`src/rtl/fetch_pkg.sv`:
```
// Shared fetch-stage types and constants: ROM window, instruction width,
// and the {pc, word} entry carried through the prefetch queue.
package fetch_pkg;

    localparam int INSTR_W = 32;
    localparam int ADDR_W  = 32;

    localparam logic [ADDR_W-1:0] ADDR_ROM      = 32'h0000_0000;
    localparam logic [ADDR_W-1:0] ROM_SIZE      = 32'h0002_0000;
    localparam logic [ADDR_W-1:0] ROM_LAST_WORD = ADDR_ROM + ROM_SIZE - 32'd4;

    typedef struct packed {
        logic [ADDR_W-1:0]  pc;
        logic [INSTR_W-1:0] word;
    } fetch_entry_t;

    // Instruction addresses are always word aligned; low two bits are dropped.
    function automatic logic [ADDR_W-1:0] word_align(input logic [ADDR_W-1:0] addr);
        return {addr[ADDR_W-1:2], 2'b00};
    endfunction

endpackage

```
`src/rtl/fetch_queue.sv`:
```
// Small synchronous prefetch FIFO of {pc, word} entries with push, pop and
// flush. Push while full is accepted only when a pop frees the head slot in
// the same cycle. Flush has priority over push and pop.
module fetch_queue
    import fetch_pkg::*;
#(
    parameter  int DEPTH = 4,
    localparam int PTR_W = $clog2(DEPTH),
    localparam int CNT_W = PTR_W + 1
) (
    input  logic               clk,
    input  logic               rst,
    input  logic               flush,
    input  logic               push,
    input  fetch_entry_t       push_entry,
    input  logic               pop,
    output fetch_entry_t       head,
    output logic [CNT_W-1:0]   count
);

    fetch_entry_t     slots [DEPTH];
    logic [PTR_W-1:0] head_ptr;
    logic [PTR_W-1:0] tail_ptr;
    logic             do_pop;
    logic             do_push;

    assign do_pop  = pop && (count != '0);
    assign do_push = push && ((count < CNT_W'(DEPTH)) || do_pop);
    assign head    = slots[head_ptr];

    // Entry storage has no reset; validity is tracked by count alone.
    always_ff @(posedge clk) begin
        if (do_push && !flush) begin
            slots[tail_ptr] <= push_entry;
        end
    end

    // Pointers and occupancy; flush empties the queue and rewinds both pointers.
    always_ff @(posedge clk) begin
        if (rst || flush) begin
            head_ptr <= '0;
            tail_ptr <= '0;
            count    <= '0;
        end else begin
            if (do_push) begin
                tail_ptr <= tail_ptr + 1'b1;
            end
            if (do_pop) begin
                head_ptr <= head_ptr + 1'b1;
            end
            case ({do_push, do_pop})
                2'b10:   count <= count + 1'b1;
                2'b01:   count <= count - 1'b1;
                default: count <= count;
            endcase
        end
    end

endmodule

```
`src/rtl/instr_fetch.sv`:
```
// Instruction fetch stage: owns the fetch PC, drives the code port address,
// queues returned words for decode, handles redirect/flush and raises a
// sticky fault once the PC leaves the ROM window.
// Optional feature macro: FETCH_PERF_CNT_EN adds the stall_cycles counter/port.
module instr_fetch
    import fetch_pkg::*;
#(
    parameter logic [31:0] RESET_PC    = 32'h0000_0000,
    parameter int          QUEUE_DEPTH = 4,
    parameter logic [31:0] ROM_LAST    = ROM_LAST_WORD
) (
    input  logic        clk,
    input  logic        rst,
    output logic [31:0] code_addr,
    input  logic [31:0] r_code,
    output logic [31:0] instr,
    output logic [31:0] instr_pc,
    output logic        instr_valid,
    input  logic        instr_ready,
    input  logic        redirect_en,
    input  logic [31:0] redirect_pc,
    output logic        fetch_fault
`ifdef FETCH_PERF_CNT_EN
    ,
    output logic [31:0] stall_cycles
`endif
);

    localparam int CNT_W = $clog2(QUEUE_DEPTH) + 1;

    logic [31:0]      fetch_pc;
    logic             fault;
    logic [CNT_W-1:0] count;
    fetch_entry_t     head;
    fetch_entry_t     push_entry;
    logic             in_rom;
    logic             has_room;
    logic             push;
    logic             pop;

    assign in_rom      = (fetch_pc <= ROM_LAST);
    assign instr_valid = (count != '0);
    // A handshake in a redirect cycle is discarded, so it never pops.
    assign pop         = instr_valid && instr_ready && !redirect_en;
    assign has_room    = (count < CNT_W'(QUEUE_DEPTH)) || pop;
    assign push        = !redirect_en && !fault && in_rom && has_room;
    assign push_entry  = '{pc: fetch_pc, word: r_code};

    assign code_addr   = fetch_pc;
    assign instr       = instr_valid ? head.word : '0;
    assign instr_pc    = instr_valid ? head.pc   : '0;
    assign fetch_fault = fault;

    fetch_queue #(
        .DEPTH      (QUEUE_DEPTH)
    ) u_queue (
        .clk        (clk),
        .rst        (rst),
        .flush      (redirect_en),
        .push       (push),
        .push_entry (push_entry),
        .pop        (pop),
        .head       (head),
        .count      (count)
    );

    // Fetch PC: reset, redirect target, or advance one word per accepted fetch.
    always_ff @(posedge clk) begin
        if (rst) begin
            fetch_pc <= RESET_PC;
        end else if (redirect_en) begin
            fetch_pc <= word_align(redirect_pc);
        end else if (push) begin
            fetch_pc <= fetch_pc + 32'd4;
        end
    end

    // Sticky fault once the PC is past the ROM; only reset or redirect clears it.
    always_ff @(posedge clk) begin
        if (rst) begin
            fault <= 1'b0;
        end else if (redirect_en) begin
            fault <= 1'b0;
        end else if (!fault && !in_rom) begin
            fault <= 1'b1;
        end
    end

`ifdef FETCH_PERF_CNT_EN
    // Count cycles where decode is starved but fetch is not faulted; saturating.
    always_ff @(posedge clk) begin
        if (rst) begin
            stall_cycles <= '0;
        end else if (!instr_valid && !fault && (stall_cycles != 32'hffff_ffff)) begin
            stall_cycles <= stall_cycles + 32'd1;
        end
    end
`endif

endmodule
```
`config.mk`:
```
export PLATFORM = sky130hd
export DESIGN_NAME = instr_fetch
export DESIGN_NICKNAME = d
export VERILOG_FILES = /design/src/rtl/fetch_pkg.sv /design/src/rtl/fetch_queue.sv /design/src/rtl/instr_fetch.sv
export SDC_FILE = /design/constraint.sdc
export NUM_CORES = 1
export LEC_CHECK = 0
export ABC_AREA = 1
export CELL_PAD_IN_SITES_DETAIL_PLACEMENT = 1
export CELL_PAD_IN_SITES_GLOBAL_PLACEMENT = 2
export CORE_UTILIZATION = 36
export DETAILED_ROUTE_END_ITERATION = 10
export MAX_ROUTING_LAYER = met4
export PLACE_DENSITY_LB_ADDON = 0.25
export SLEW_MARGIN = 20
export SYNTH_ARGS = -nofsm -noshare
export SYNTH_HDL_FRONTEND = slang
export SYNTH_HIERARCHICAL = 1
export SYNTH_SLANG_ARGS = --single-unit
```
`constraint.sdc`:
```
create_clock -name clk -period 6.85 [get_ports clk]
set_clock_uncertainty 0.2 [all_clocks]
set_input_delay 0.685 -clock clk [delete_from_list [all_inputs] [get_ports clk]]
set_output_delay 0.685 -clock clk [all_outputs]
set_load 0.02 [all_outputs]
```
Word level (Yosys, flattened, before mapping). Memories as Yosys holds them, arrays and structs flattened. A register that Yosys moved wholly into a read port is not among the register bits. Cells that the tools add are included.

$add $sub $neg: 5. $mul: 0. Div/mod/pow operators: 0. Magnitude comparators: 2. Equality and inequality tests: 2. Shift-type cells: 0. Multiplexer cells: 9. Bitwise operators: 0. Reduce and logical (&&, ||, !) cells: 19.

Operators with widths (number): 32-bit 2-to-1 mux (4); 32-bit by 3-bit adder with 32-bit output, second input constant (1); 32-bit by 17-bit <= comparator with 1-bit output, second input constant (1); 1-bit logical AND (9); 3-bit case mux with 2 select lines (1); 2-bit by 1-bit adder with 2-bit output, second input constant (2); 2-bit 2-to-1 mux (2); 2-bit nonzero test (2); 3-bit by 1-bit adder with 3-bit output, second input constant (1); 1-bit zero test (3); 1-bit logical OR (3); 3-bit < comparator, second input constant (1); 3-bit nonzero test (1); 3-bit by 1-bit subtractor with 3-bit output, second input constant (1); 2-bit by 1-bit == test with 1-bit output, second input constant (1); 2-bit == test, second input constant (1); 1-bit 2-to-1 mux (2); 2-bit OR reduction (1).

Flip-flop bits (word level): 40. Latch bits: 0. Bits in writable memories: 256. Memory bits (read-only): 0. Output and inout port bits: 98. Logic and storage cells: 44. Memories: 1.

Memory list: u_queue.slots (depth 4, bits a word 64, rd ports 1, clocked after Yosys merged registers in 1, wr ports 1, line fetch_queue.sv:21) `fetch_entry_t slots [DEPTH];`.

Depth between registers and ports, before layout.
Word-level depth: 9. Mapped depth: 15. Mapped depth without buffers: 15.

Modules after synthesis. The synthesis kept the hierarchy.

By module, submodules not included: fetch_queue (times used 1, cells each 690, area an instance 9989.6 µm²); instr_fetch (times used 1, cells each 409, area an instance 2268.4 µm²).

Least setup slack after synthesis. OpenSTA, ideal clock, no wires.

Kind: input to register. Start: in redirect_en. End: mem u_queue/slots[0][0] in the netlist's numbering, enable pin. Arrival time: 4.550 ns. Slack: 1.614 ns. Stages on the path: 6. Cell sequence: buf_2 -> buf_1 -> nor3_1 -> o21ai_1 -> or2_2 -> nor2_1.

Cells in the longest elaborated chain, start to end: 8. Elaborated cells between the ends (all ways): 12. Those cells by class: 2 x mux; 10 x reduce/logical.

RTL lines: start: declaration (line instr_fetch.sv:20) `input logic redirect_en,`; 1-bit zero test * (line instr_fetch.sv:44) `assign pop = instr_valid && instr_ready && !redirect_en;`; 1-bit logical AND * (line instr_fetch.sv:44); via pop (line instr_fetch.sv:39) `logic pop;`; 1-bit logical OR or 1-bit logical AND (tied branches) (line instr_fetch.sv:45, fetch_queue.sv:27); 1-bit logical AND or 1-bit logical OR (tied branches) (line instr_fetch.sv:46, fetch_queue.sv:28); 1-bit logical AND * (line fetch_queue.sv:28) `assign do_push = push && ((count < CNT_W'(DEPTH)) || do_pop);`; 1-bit logical AND * (line fetch_queue.sv:33) `if (do_push && !flush) begin`; 1-bit 2-to-1 mux * (line fetch_queue.sv:33); 1-bit 2-to-1 mux (not written as such) * (line fetch_queue.sv:34) `slots[tail_ptr] <= push_entry;`; end: declaration (line fetch_queue.sv:21).

The timed path passes the listed nets; every way through them passes the cells marked *.

==> summary.md <==
| Metric | Value |
|---|---|
| Critical path arrival | `3.59 ns` |
| Area of the core | `33500 sq um` |
| CP max-delay cell | `inv_4` |
| Initial detailed-routing violation count | `409` |
| Place WS | `2.65 ns` |
| Post-DP Area | `14200 sq um` |
| Startpoint Class | `flip-flop` |
| WL final | `31.1 mm` |
| Seq cells post-synth | `296` |
| Initial antenna violation count | `0` |
| Unique masters post-synth | `34` |
| Required time worst endpoint | `5.96 ns` |
| MaxCap Viol Count | `0` |
| Pleak | `5.59 nW` |
| TritonCTS buffer count | `34` |
| CTS Buffer Depth | `3` |
| Crit-path max cell delay | `0.68 ns` |
| Setup WS post-layout | `2.38 ns` |
| Root Buffer | `clkbuf_16` |
| Finished Cell Area | `15400 sq um` |
| Setup Viol. Count Final | `0` |
| IO Pins | `166` |
| CP endpoint kind | `output pin` |
| PwrDens | `262 nW/um^2` |
| Vias | `8465` |
| Top cells by area, synth | `edfxtp_1, nor2_1, dfxtp_1, o21ai_0, o22ai_1` |
| Power Total | `4.03 mW` |
| RSZ-0062 raised after global routing | `false` |
| Clock transition at path regs | `0.06 ns` |
| Non-Filler Instances | `1732` |
| Commonest non-fill, non-tap cell in the layout | `nor2_1` |
| Synth warnings | `6` |
| Max Fclk | `0.224 GHz` |
| CP Max Fanout | `79` |
| Buffers on Ports | `161` |
| Syn Area/Cell | `11.2 sq um` |
| Synth top area share | `0.627` |
| Synth area leader | `edfxtp_1` |
| Vias in the first global route | `8953` |
| GRT Util Overall | `0.186` |
| Detailed Routing Iterations Pass 1 | `4` |
| Diodes inserted | `0` |
| Via-to-Cell Ratio | `4.89` |
| Most frequent cells in the layout | `nor2_1, edfxtp_1, clkdlybuf4s50_1, inv_1, o21ai_0` |
| Area growth syn-to-layout | `25.7%` |
| CTS tree | `built` |
| Placed instance count | `1670` |
| Initial Util | `0.366` |
| Flop2flop setup slack | `3.30 ns` |
| Global-route wire length before repair | `49.5 mm` |
| Final core utilization | `0.459` |
| CP Class | `flip-flop to output pin` |
| Worst-Margin Slew | `0.902 ns` |
| Hold_ws | `0.292 ns` |
| Status | `completed` |
| Final ANT Viol Nets | `0` |
| Fin crit period | `4.47 ns` |
| H-Tree Depth | `2` |
| Tcrit/Tclk final | `0.653` |
| Overflow after GRT | `0` |
| Dpl hpwl | `18.5 mm` |
| Worst VDD drop | `0.127 mV` |
| Final Hold Vio Count | `0` |
| Post_cts resized | `0` |
| Max-slew headroom | `0.397` |
| Share of cells above drive strength 1 | `0.0639` |
| RePlAce Congestion | `0.757` |
| Clk sinks | `296` |
| Clock latency on the worst-skew pair | `0.50 ns` |
| Most Frequent Cell on Critical Path | `nor2_1` |
| Total negative slack | `0 ns` |
| Die Wd | `187 um` |
| Die H | `187 um` |
| Post-CTS Setup Repair Bufs | `0` |
| Final nets | `1333` |
| Post-DR wirelength/cell | `18.0 um` |
| Die area | `34800 sq um` |
| Cell Area, Synth | `12300 sq um` |
| DR DRC count | `0` |
| Largest net degree at the start of global routing | `85` |
| Worst hold path type | `flip-flop to flip-flop` |
| Cts hold-fix bufs | `0` |
| Num rows | `67` |
| Cell Chain, Critical Path | `inv_4 > buf_4 > nor2_1 > o22ai_1 > inv_1 > nor2_1 > clkdlybuf4s50_1` |
| Post-synthesis sequential area ratio | `0.692` |
| Cell count after synthesis | `1099` |
| Pins Over Slew Limit | `0` |
-- cells by family after synthesis --
logic type | share of synthesized area
AND/OR/NAND/NOR | 0.131
flip-flops | 0.692
AO/OA/AOI/OAI | 0.0996
other | 0.000306
adder cells (fa/ha/maj) | 0.00776
buffers and inverters | 0.0633
XOR/XNOR | 0.00572
-- power breakdown --
part	switching [mW]	internal, mW
sequential	0.0351	1.98
clock	0.692	1.14
combinational	0.0968	0.0862
total	0.824	3.21
-- metal layers --
metal / vias to the layer above / GRT usage / share of wire / wire length (um)
met4: 0 / 0.0394 / 0.015 / 459
met5: - / - / 0 / 0
met3: 34 / 0.0248 / 0.048 / 1480
met2: 183 / 0.316 / 0.49 / 15400
li1: 4101 / - / - / -
met1: 4147 / 0.238 / 0.44 / 13800
-- final cells by class --
| cell class | count | area (sq um) |
|---|---|---|
| clock buffers | 46 | 1000 |
| inverters | 102 | 385 |
| fillers | 3625 | 18100 |
| multi-input cells | 649 | 3060 |
| repair buffers | 175 | 1740 |
| well taps | 448 | 561 |
| clock inverters | 16 | 158 |
| flip-flops and latches | 296 | 8490 |
-- registers in the layout, indices dropped and copies added, names as in the netlist, named ones only --
signal            cells
code_addr            30
fetch_fault           1
u_queue/count         3
u_queue/head_ptr      2
u_queue/slots       256
u_queue/tail_ptr      2
-- synth_stat cells --
cell type	instances
clkbuf_1	20
nor2_4	1
o21ai_0	84
a21oi_1	17
or2_2	1
o21ai_1	57
clkinv_1	2
nor2_1	281
clkbuf_2	3
edfxtp_1	256
buf_2	15
buf_1	2
xor2_1	5
nand3_1	28
nor2_2	5
xnor2_1	3
inv_4	1
nand4_4	1
nand4_1	6
fa_1	1
conb_1	1
dfxtp_1	40
nand3b_1	1
o22ai_1	64
a31oi_1	1
ha_1	6
nor3_1	7
nand2_1	66
buf_6	16
o211ai_1	2
nand2_4	1
inv_1	99
a21oi_2	1
buf_4	5
-- worst paths after layout --
check,cells past startpoint,from,endpoint
max,7,flip-flop,instr_pc[16]
min,2,u_queue/head_ptr[1],flip-flop
max reg2reg,9,code_addr[26],u_queue/slots[2][24]
min reg2reg,2,u_queue/head_ptr[1],flip-flop
-- critical path, delay by kind of cell (launching register included) --
kind                   cells  cell delay (ns)
AOI/OAI and AO/OA          1             0.21
buffers and inverters      4             2.03
DFF                        1             0.49
and+or+nand+nor            2             0.32
No activity file was read; power rests on OpenSTA's default activity.
